==> src/rtl/fetch_pkg.sv <==
`default_nettype none
// +----------------------------------------------------------------------------+
// | Package     : fetch_pkg                                                    |
// | Description : Shared types and default geometry for the icache refill      |
// |               controller (refill FSM states, beat/offset sizes).           |
// | Revision    : 1.0 - initial release                                        |
// +----------------------------------------------------------------------------+
package fetch_pkg;

  // Default geometry; the top recomputes these from its own parameters.
  localparam int unsigned NUM_BEATS   = 512 / 64;
  localparam int unsigned BEAT_CNT_W  = $clog2(NUM_BEATS);
  localparam int unsigned BLOCK_BYTES = 512 / 8;
  localparam int unsigned OFFSET_W    = $clog2(BLOCK_BYTES);

  typedef enum logic [1:0] {
    IDLE  = 2'd0,
    REQ   = 2'd1,
    FILL  = 2'd2,
    WRITE = 2'd3
  } refill_state_t;

endpackage
`default_nettype wire

==> src/rtl/icache_refill_ctrl_refill_buffer.sv <==
`default_nettype none
// +----------------------------------------------------------------------------+
// | Module      : refill_buffer                                                |
// | Description : Block assembly register. Each write deposits one beat at     |
// |               slice [idx*BEAT_WIDTH +: BEAT_WIDTH]; cleared on reset.      |
// | Ports       : i_clk, i_arst      - clock, async active-high reset          |
// |               i_wr_en            - write one beat this cycle               |
// |               i_wr_idx           - beat slot to write                      |
// |               i_wr_data          - beat payload                            |
// |               o_block            - assembled block                         |
// | Revision    : 1.0 - initial release                                        |
// +----------------------------------------------------------------------------+
module refill_buffer #(
  parameter int unsigned BLOCK_WIDTH = 512,
  parameter int unsigned BEAT_WIDTH  = 64,
  parameter int unsigned IDX_W       = 3
) (
  input  logic                   i_clk,
  input  logic                   i_arst,
  input  logic                   i_wr_en,
  input  logic [IDX_W-1:0]       i_wr_idx,
  input  logic [BEAT_WIDTH-1:0]  i_wr_data,
  output logic [BLOCK_WIDTH-1:0] o_block
);

  localparam int unsigned NUM_BEATS = BLOCK_WIDTH / BEAT_WIDTH;

  logic [BLOCK_WIDTH-1:0] block_d;
  logic [BLOCK_WIDTH-1:0] block_q;

  // One decoded enable per slot keeps the write a constant part-select.
  for (genvar i = 0; i < NUM_BEATS; i++) begin : g_beat
    assign block_d[i*BEAT_WIDTH +: BEAT_WIDTH] =
      (i_wr_en && (i_wr_idx == IDX_W'(i))) ? i_wr_data
                                           : block_q[i*BEAT_WIDTH +: BEAT_WIDTH];
  end

  always_ff @(posedge i_clk or posedge i_arst) begin
    if (i_arst) begin
      block_q <= '0;
    end else begin
      block_q <= block_d;
    end
  end

  assign o_block = block_q;

endmodule
`default_nettype wire

==> src/rtl/icache_refill_ctrl.sv <==
`default_nettype none
// +----------------------------------------------------------------------------+
// | Module      : icache_refill_ctrl                                           |
// | Description : Icache miss handler. Stalls fetch on a miss, issues one      |
// |               block-aligned read, gathers NUM_BEATS beats and pulses the   |
// |               icache write enable with the assembled block.                |
// | Ports       : i_clk, i_arst       - clock, async active-high reset         |
// |               i_pc, i_icache_hit  - lookup address and its hit flag        |
// |               o_stall_fetch       - hold the PC register                   |
// |               o_mem_req_*         - block read request (valid/ready/addr)  |
// |               i_mem_resp_*        - response beats (always accepted)       |
// |               o_instr_we/_block   - icache block write                     |
// |               o_busy              - refill in progress                     |
// | Revision    : 1.0 - initial release                                        |
// +----------------------------------------------------------------------------+
module icache_refill_ctrl #(
  parameter int unsigned ADDR_WIDTH  = 64,
  parameter int unsigned BLOCK_WIDTH = 512,
  parameter int unsigned BEAT_WIDTH  = 64
) (
  input  logic                   i_clk,
  input  logic                   i_arst,
  input  logic [ADDR_WIDTH-1:0]  i_pc,
  input  logic                   i_icache_hit,
  output logic                   o_stall_fetch,
  output logic                   o_mem_req_valid,
  input  logic                   i_mem_req_ready,
  output logic [ADDR_WIDTH-1:0]  o_mem_req_addr,
  input  logic                   i_mem_resp_valid,
  input  logic [BEAT_WIDTH-1:0]  i_mem_resp_data,
  output logic                   o_instr_we,
  output logic [BLOCK_WIDTH-1:0] o_instr_block,
  output logic                   o_busy
);

  import fetch_pkg::*;

  localparam int unsigned NBEATS = BLOCK_WIDTH / BEAT_WIDTH;
  localparam int unsigned CNT_W  = (NBEATS > 1) ? $clog2(NBEATS) : 1;
  localparam int unsigned BYTES  = BLOCK_WIDTH / 8;

  localparam logic [CNT_W-1:0]      LAST_BEAT = CNT_W'(NBEATS - 1);
  localparam logic [ADDR_WIDTH-1:0] OFF_MASK  = ADDR_WIDTH'(BYTES - 1);

  refill_state_t           state_d, state_q;
  logic [ADDR_WIDTH-1:0]   addr_d,  addr_q;
  logic [CNT_W-1:0]        cnt_d,   cnt_q;
  logic                    w_beat_we;

  always_ff @(posedge i_clk or posedge i_arst) begin
    if (i_arst) begin
      state_q <= IDLE;
      addr_q  <= '0;
      cnt_q   <= '0;
    end else begin
      state_q <= state_d;
      addr_q  <= addr_d;
      cnt_q   <= cnt_d;
    end
  end

  always_comb begin
    state_d   = state_q;
    addr_d    = addr_q;
    cnt_d     = cnt_q;
    w_beat_we = 1'b0;
    unique case (state_q)
      IDLE: begin
        if (!i_icache_hit) begin
          addr_d  = i_pc & ~OFF_MASK;
          state_d = REQ;
        end
      end
      REQ: begin
        if (i_mem_req_ready) begin
          cnt_d   = '0;
          state_d = FILL;
        end
      end
      FILL: begin
        if (i_mem_resp_valid) begin
          w_beat_we = 1'b1;
          // The beat count alone ends the burst; the counter is parked at
          // zero instead of wrapping.
          if (cnt_q == LAST_BEAT) begin
            cnt_d   = '0;
            state_d = WRITE;
          end else begin
            cnt_d = cnt_q + CNT_W'(1);
          end
        end
      end
      WRITE: begin
        state_d = IDLE;
      end
      default: begin
        state_d = IDLE;
      end
    endcase
  end

  refill_buffer #(
    .BLOCK_WIDTH (BLOCK_WIDTH),
    .BEAT_WIDTH  (BEAT_WIDTH),
    .IDX_W       (CNT_W)
  ) u_refill_buffer (
    .i_clk     (i_clk),
    .i_arst    (i_arst),
    .i_wr_en   (w_beat_we),
    .i_wr_idx  (cnt_q),
    .i_wr_data (i_mem_resp_data),
    .o_block   (o_instr_block)
  );

  assign o_mem_req_valid = (state_q == REQ);
  assign o_mem_req_addr  = addr_q;
  assign o_instr_we      = (state_q == WRITE);
  assign o_busy          = (state_q != IDLE);
  // Stall must rise in the miss cycle itself, hence the live hit term.
  assign o_stall_fetch   = (state_q != IDLE) | ~i_icache_hit;

endmodule
`default_nettype wire

==> config.mk <==
export PLATFORM = sky130hd
export DESIGN_NAME = icache_refill_ctrl
export DESIGN_NICKNAME = d
export VERILOG_FILES = /design/src/rtl/fetch_pkg.sv /design/src/rtl/icache_refill_ctrl_refill_buffer.sv /design/src/rtl/icache_refill_ctrl.sv
export SDC_FILE = /design/constraint.sdc
export NUM_CORES = 1
export LEC_CHECK = 0
export CAP_MARGIN = 20
export CORE_AREA = 2 2 275 277
export DETAILED_ROUTE_END_ITERATION = 16
export DIE_AREA = 0 0 277 279
export PLACE_DENSITY = 0.64
export SYNTH_ARGS = -nofsm -noshare
export SYNTH_HDL_FRONTEND = slang
export SYNTH_SLANG_ARGS = --single-unit
export TNS_END_PERCENT = 10
==> constraint.sdc <==
create_clock -name i_clk -period 17.4 [get_ports i_clk]
set_clock_uncertainty 0.1 [all_clocks]
set_input_delay 1.74 -clock i_clk [delete_from_list [all_inputs] [get_ports i_clk]]
set_output_delay 1.74 -clock i_clk [all_outputs]
set_load 0.05 [all_outputs]
==> results.md, run 1 <==
| Stage | Parameter | This run |
|---|---|---|
| sta | Crit share post-route | 28.6% |
| setup path | Most numerous cell on the critical path | sky130_fd_sc_hd__clkdlybuf4s50_1 |
| die | Num rows | 100 |
| die | Effective utilization at floorplan | 29.4% |
| detailed routing | Number of iterations in the first detailed-routing pass | 4 |
| cts | Max clock buf depth | 3 |
| synth | Fraction of post-synthesis cell area in the top cell type by area | 66.0% |
| die | Die W | 277 um |
| power | Net switching fraction of the power | 45.4% |
| sta | Aggregate negative setup slack | 0 ns |
| grt | Number of global-route vias before repair | 14900 |
| synth | Number of distinct library cells after synthesis | 28 |
| sta | Headroom to the max-slew limit | 31.4% |
| synth | Main synth FF type | sky130_fd_sc_hd__dfrtp_1 |
| setup path | Nature of the critical path endpoint | output port |
| sta | Shortest period the worst path allows | 4.98 ns |
| setup path | Category of the worst setup path launch point | input pin |
| cts | Clock Sink Count | 575 |
| sta | Highest clock rate | 201 MHz |
| cts | Quantity of hold-fixing buffers added after cts | 0 |
| detailed routing | Routed wire per std cell | 21.9 um |
| synth | Compound-cell area share of the yosys netlist | 0.287% |
| cells and area | Fraction of final layout cells sized beyond drive strength 1 | 33.9% |
| status | Outcome | finished clean |
| cts | Clock latency reported for the late side of the worst-skew pair | 0.60 ns |
| place | Inst Count DP | 2883 |
| cts | Post-cts repair resize count | 0 |
| synth | Number of flops mapped to enable cells by yosys | 0 |
| setup path | Maximum fanout encountered on the critical timing path | 3 |
| sta | Setup violations, final | 0 |
| synth | Cell Area, Synth | 0.0218 mm^2 |
| die | Area enclosed by the die boundary | 0.0773 mm^2 |
| cts | Clock-pin slew of the registers on the worst-case setup and hold paths | 0.06 ns |
| grt | Antenna violations before repair | 1 |
| synth | Leading cell types by total area after synthesis | sky130_fd_sc_hd__dfrtp_1, sky130_fd_sc_hd__mux2_2, sky130_fd_sc_hd__mux2_4, sky130_fd_sc_hd__buf_2, sky130_fd_sc_hd__buf_6 |
| sta | Final count of hold timing violations | 0 |
| synth | Cell count after synthesis | 1261 |
| detailed routing | Final WL | 65800 um |
| cells and area | Layout Cell Area excl Fill | 0.0319 mm^2 |
| cells and area | Number of filler instances in the final layout | 6670 |
| sta | Worst hold slack | 0.391 ns |
| flow run | Max-cap violations | 0 |
| grt | Global route total overflow | 0 |
| synth | Combinational family with the most area after synthesis | multiplexers |
| cts | CTS HTree Levels | 2 |
| cells and area | Final cell count without fillers | 2999 |
| detailed routing | Via count | 13600 |
| grt | First-pass GRT wire length | 98000 um |
| place | Final weighted congestion in routability-driven placement | 0.798 |
| cells and area | Area Overhead vs Synth | 46.4% |
| power | Part of the total power dissipated in combinational logic | 52.7% |
| detailed routing | Iter 0 DRT Violations | 476 |
| synth | Top post-synthesis cells by count | sky130_fd_sc_hd__dfrtp_1, sky130_fd_sc_hd__mux2_2, sky130_fd_sc_hd__buf_2 |
| cells and area | Nets | 2119 |
| sta | Actual transition at the worst max-transition pin | 1.03 ns |
| synth | Leading cell type by number of instances after synthesis | sky130_fd_sc_hd__dfrtp_1 |
| power | Portion of total power attributed to sequential cells | 29.0% |
| sta | Count of final max-slew check failures | 0 |
| detailed routing | ANT nets after route | 0 |
| setup path | Worst setup path category | input pin to output port |
| place | Total cell area at the placement stage | 0.0298 mm^2 |
| setup path | Slowest stage delay, CP | 0.82 ns |
| synth | Arithmetic-cell share of the synthesized area counting full adders, half adders and majority gates | 0.574% |
| die | Floorplan core area | 0.0741 mm^2 |
| place | Total of buffers placed on input and output ports | 700 |
| cts | Setup repair bufs after CTS | 0 |
| setup path | Data arrival at the endpoint of the critical path | 3.14 ns |
| die | Ports placed on the boundary | 713 |
| synth | Share of the synthesized netlist area taken by xor and xnor gates | 0% |
| power | Clock group share of total power | 18.3% |
| cts | TritonCTS clock tree | done |
| setup path | CP Cell Sequence | clkdlybuf4s50_1 > nand2_1 > clkdlybuf4s50_1 |
| power | Pwr per Cell Area | 234 mW/mm^2 |
| place | HPWL after DPL | 44200 um |
| power | Internal power consumption | 4.07 mW |
| synth | Number of warnings printed during yosys synthesis | 0 |
| synth | Share of synthesized cell area in and, or, nand and nor gates | 0.970% |
| power | Max VDD drop | 0.119 mV |
| synth | Post-synth top area cell | sky130_fd_sc_hd__dfrtp_1 |
| power | Net switching power | 3.38 mW |
| sta | Unrepaired setup endpoints after global routing | false |
| detailed routing | Routed via count divided by cell count | 4.55 |
| power | Leakage power | 14.5 nW |
| setup path | Highest-delay cell along the critical path | sky130_fd_sc_hd__clkdlybuf4s50_1 |
| synth | Multiplexer area fraction after synthesis | 30.0% |
| setup path | Required @ worst endpoint | 15.56 ns |
| grt | Pin count of the biggest net entering global routing | 177 |
| synth | Post-synthesis async set-or-reset flop share | 100% |
| hold path | Classification of the worst-slack hold path | flip-flop to flip-flop |
| cts | Clock root cell | sky130_fd_sc_hd__clkbuf_16 |
| detailed routing | Number of remaining DRC errors | 0 |
| synth | Register bit total from synthesis | 575 |
| synth | Sequential fraction of the synthesis area | 66.0% |
| cells and area | Final Core Density | 43.1% |
| synth | Mean area per synthesized cell | 17.3 um^2 |
| grt | Overall track demand over capacity in global routing | 16.7% |
| die | Die height | 279 um |
| cts | TritonCTS Buffers | 60 |
-- placed cells by master, fill, tap and decap left out, types with 2 or more instances in the layout --
cell                              Yosys  routed
sky130_fd_sc_hd__diode_2              0       2
sky130_fd_sc_hd__clkdlybuf4s50_1      0     700
sky130_fd_sc_hd__clkinv_4             0       2
sky130_fd_sc_hd__mux2_2             535     535
sky130_fd_sc_hd__nand4_4              1       4
sky130_fd_sc_hd__mux2_4              27      27
sky130_fd_sc_hd__clkbuf_16            0      61
sky130_fd_sc_hd__clkinvlp_4           0       9
sky130_fd_sc_hd__clkinv_2             0       8
sky130_fd_sc_hd__dfrtp_1            575     575
sky130_fd_sc_hd__nor2b_1              2       2
sky130_fd_sc_hd__o211ai_1             2       2
sky130_fd_sc_hd__clkbuf_1             0      13
sky130_fd_sc_hd__nand2_1              4       4
sky130_fd_sc_hd__conb_1               1       6
sky130_fd_sc_hd__mux2_1               9       9
sky130_fd_sc_hd__bufinv_16            0       9
sky130_fd_sc_hd__o21ai_0              3       3
sky130_fd_sc_hd__nand3_4              4       4
sky130_fd_sc_hd__ha_1                10      10
sky130_fd_sc_hd__inv_6                0       3
sky130_fd_sc_hd__clkbuf_8             0      10
sky130_fd_sc_hd__buf_12               0       3
sky130_fd_sc_hd__inv_1                8       7
sky130_fd_sc_hd__buf_4               10      10
-- cells by family (layout without fill, tap and decap cells) --
group	after synthesis	after routing
AOI/OAI and AO/OA	9	9
DFF	575	575
other	1	8
and+or+nand+nor	22	22
muxes	571	571
adders and majority gates	10	10
buffers and inverters	73	835
-- path summary, 6_finish.rpt --
check	from	to	slack, ns	cells past startpoint
min in group asynchronous	i_arst	u_refill_buffer.o_block[24]	1.50	2
max in group asynchronous	i_arst	o_mem_req_addr[61]	13.56	4
hold / removal	u_refill_buffer.o_block[506]	u_refill_buffer.o_block[506]	0.39	1
setup / recovery	i_icache_hit	o_stall_fetch	12.42	3
hold reg to reg	u_refill_buffer.o_block[506]	u_refill_buffer.o_block[506]	0.39	1
setup reg to reg	state_q[0]	u_refill_buffer.o_block[20]	13.96	5
-- cell type report --
| type | instances | area, um^2 | area share (%) |
|---|---|---|---|
| Multi-Input combinational cell | 618 | 6990 | 21.9 |
| Antenna cell | 2 | 5.00 | 0.0157 |
| Clock buffer | 84 | 1710 | 5.37 |
| Tap cell | 969 | 1210 | 3.80 |
| Sequential cell | 575 | 14400 | 45.1 |
| Inverter | 8 | 33.8 | 0.106 |
| Clock inverter | 30 | 414 | 1.30 |
| Timing Repair Buffer | 713 | 7140 | 22.4 |
-- registers in the layout, summed over array words and instances (netlist names) --
name and flops:
u_refill_buffer.o_block 512, o_mem_req_addr 58, cnt_q 3, state_q 2
-- layer usage --
metal	global-route usage, %	part of all wire, %	routed length [um]
met5	0	0	0
met4	5.14	2.8	1850
met3	5.16	7.3	4790
met2	30.1	52	34100
met1	18.9	38	25100
-- power groups by stage --
| stage | combinational, mW | sequential, mW | clock, mW |
|---|---|---|---|
| 2_1_floorplan | 0.678 | 4.03 | 0 |
| 4_1_cts | 3.96 | 2.17 | 1.40 |
| 5_1_grt | 4.05 | 2.23 | 1.46 |
| 3_3_place_gp | 3.92 | 2.15 | 0 |
| 3_5_place_dp | 3.95 | 2.18 | 0 |
| 6_report | 3.93 | 2.16 | 1.37 |
-- stage by stage --
stage | setup slack (ns) | power (mW)
finish | 12.42 | 7.46
global route | 12.39 | 7.74
CTS | 12.41 | 7.53
detailed placement | 12.30 | 6.13
global placement | 12.38 | 6.07
floorplan | 7.73 | 4.71
-- worst max-delay path: cells and delay by family --
kind / cells / cell delay, ns
simple gates: 1 / 0.09
buf+inv: 2 / 1.30
(Power assumes the default switching activity.)
==> run 2: changes to the inputs <==
- CORE_AREA: 2 2 275 277 -> 2 2 279 281
- DIE_AREA: 0 0 277 279 -> 0 0 281 283
- PLACE_DENSITY: 0.64 -> 0.61
- clock period: 17.4 -> 5.1 ns (I/O delays scaled with it)
==> run 2 against run 1 <==
Net effect:
- global-route usage is 0.36 points lower
- sequential share of layout area is 0.31 points lower
- die area rose by 2.9%
- wire length up 0.85%
- first-iteration DRC count grew 7.1%
- sequential power rose to 3.4 times the previous value
- via count is 0.15% lower
- setup slack lost 11 ns
- final cell count increased by 2.9%
- non-clock buffer count increased by 16
==> results.md, run 2 (synthesis gave the netlist of run 1 again) <==
| Stage | Parameter | This run |
|---|---|---|
| sta | Final count of hold timing violations | 0 |
| cts | TritonCTS clock tree | done |
| cts | Clock-pin slew of the registers on the worst-case setup and hold paths | 0.06 ns |
| cells and area | Final Core Density | 41.9% |
| power | Leakage power | 14.6 nW |
| die | Area enclosed by the die boundary | 0.0795 mm^2 |
| die | Effective utilization at floorplan | 28.4% |
| cts | CTS HTree Levels | 2 |
| cts | Clock Sink Count | 575 |
| setup path | Required @ worst endpoint | 5.50 ns |
| cells and area | Nets | 2136 |
| setup path | Number of cells on the worst reg-to-reg path | 5 |
| cells and area | Number of filler instances in the final layout | 7032 |
| cts | Max clock buf depth | 3 |
| sta | Worst hold slack | 0.269 ns |
| sta | Setup violations, final | 0 |
| cells and area | Multi-input gate area | 0.00699 mm^2 |
| detailed routing | Routed wire per std cell | 21.5 um |
| cts | Quantity of hold-fixing buffers added after cts | 0 |
| power | Pwr per Cell Area | 791 mW/mm^2 |
| grt | Number of global-route vias before repair | 14600 |
| cts | Clock root cell | sky130_fd_sc_hd__clkbuf_16 |
| detailed routing | Final WL | 66400 um |
| detailed routing | Number of iterations in the first detailed-routing pass | 6 |
| setup path | Slowest stage delay, CP | 0.76 ns |
| detailed routing | Number of remaining DRC errors | 0 |
| detailed routing | Via count | 13600 |
| cells and area | Most frequent standard cell in the layout excluding fill and tap cells | sky130_fd_sc_hd__clkdlybuf4s50_1 |
| sta | Highest clock rate | 302 MHz |
| setup path | Category of the worst setup path launch point | flip-flop |
| setup path | CP Cell Sequence | inv_1 > ha_1 > nand3_4 > buf_4 > mux2_1 |
| die | Floorplan core area | 0.0767 mm^2 |
| place | Inst Count DP | 2970 |
| cells and area | Final cell count without fillers | 3086 |
| power | Max VDD drop | 0.450 mV |
| sta | Shortest period the worst path allows | 3.31 ns |
| setup path | Data arrival at the endpoint of the critical path | 3.71 ns |
| die | Die W | 281 um |
| die | Num rows | 102 |
| detailed routing | Iter 0 DRT Violations | 510 |
| cts | Post-cts repair resize count | 0 |
| cells and area | Area Overhead vs Synth | 47.4% |
| status | Outcome | finished clean |
| grt | Global route total overflow | 0 |
| place | Total of buffers placed on input and output ports | 700 |
| setup path | Maximum fanout encountered on the critical timing path | 33 |
| cells and area | Area taken by flip-flops and latches | 0.0144 mm^2 |
| grt | Antenna violations before repair | 1 |
| setup path | Worst setup path category | flip-flop to flip-flop |
| cells and area | Layout Cell Area excl Fill | 0.0321 mm^2 |
| grt | Pin count of the biggest net entering global routing | 117 |
| place | Final weighted congestion in routability-driven placement | 0.799 |
| sta | Crit share post-route | 64.9% |
| cells and area | Commonest cells after routing, fill and taps aside | sky130_fd_sc_hd__clkdlybuf4s50_1, sky130_fd_sc_hd__dfrtp_1, sky130_fd_sc_hd__mux2_2 |
| sta | Aggregate negative setup slack | 0 ns |
| cts | Clock latency reported for the late side of the worst-skew pair | 0.62 ns |
| die | Ports placed on the boundary | 713 |
| cells and area | Number of flip-flops in the largest register | 512 |
| detailed routing | ANT nets after route | 0 |
| hold path | Classification of the worst-slack hold path | input pin to async pin |
| setup path | Highest-delay cell along the critical path | sky130_fd_sc_hd__nand3_4 |
| setup path | Nature of the critical path endpoint | flip-flop |
| sta | Actual transition at the worst max-transition pin | 0.964 ns |
| cts | TritonCTS Buffers | 61 |
| grt | First-pass GRT wire length | 98100 um |
| place | Post-Place Setup Slack | 1.38 ns |
| place | Total cell area at the placement stage | 0.0300 mm^2 |
| cells and area | Fraction of final layout cells sized beyond drive strength 1 | 34.7% |
| sta | Headroom to the max-slew limit | 35.6% |
| sta | Count of final max-slew check failures | 0 |
| die | Die height | 283 um |
| sta | Unrepaired setup endpoints after global routing | false |
| detailed routing | Routed via count divided by cell count | 4.41 |
| place | HPWL after DPL | 45900 um |
| power | Sum of internal, switching and leakage power | 25.4 mW |
| sta | Crit path setup slack, layout | 1.79 ns |
| flow run | Max-cap violations | 0 |
| cts | Setup repair bufs after CTS | 0 |
| grt | Overall track demand over capacity in global routing | 16.4% |
run 2: worst paths after layout:
| check | start | end | slack [ns] |
|---|---|---|---|
| setup reg to reg | state_q[0] | u_refill_buffer.o_block[501] | 1.79 |
| max in group asynchronous | i_arst | u_refill_buffer.o_block[410] | 3.36 |
| setup / recovery | state_q[0] | u_refill_buffer.o_block[501] | 1.79 |
| min in group i_clk | u_refill_buffer.o_block[505] | u_refill_buffer.o_block[505] | 0.39 |
| hold / removal | i_arst | u_refill_buffer.o_block[130] | 0.27 |
| hold reg to reg | u_refill_buffer.o_block[505] | u_refill_buffer.o_block[505] | 0.39 |
run 2: per-layer routing:
layer	GRT usage [%]	vias to the layer above	routed length (um)
li1	-	5952	-
met1	18.8	7050	25500
met2	28.3	481	33300
met3	5.04	138	5030
met4	6.35	0	2590
met5	0	-	0
run 2: final cells by class:
type / instances / area share [%]
multi-input combinational: 618 / 21.8
clock inverter: 30 / 1.06
clock buffer: 85 / 5.56
sequential: 575 / 44.8
timing repair buffer: 729 / 22.7
inverter: 8 / 0.105
tap: 1040 / 4.05
antenna: 1 / 0.00779
run 2: power by group:
group	leakage [nW]	switching [mW]	internal, mW	total [mW]
registers	7.48	0.963	6.40	7.36
clock network	1.06	1.88	2.75	4.62
logic	6.04	8.72	4.70	13.4
run 2: worst max-delay path: cells and delay by family, from the launching register on:
kind | cells | cell delay, ns
adders and majority gates | 1 | 0.75
buffers and inverters | 2 | 0.71
muxes | 1 | 0.41
DFF | 1 | 0.41
and+or+nand+nor | 1 | 0.76
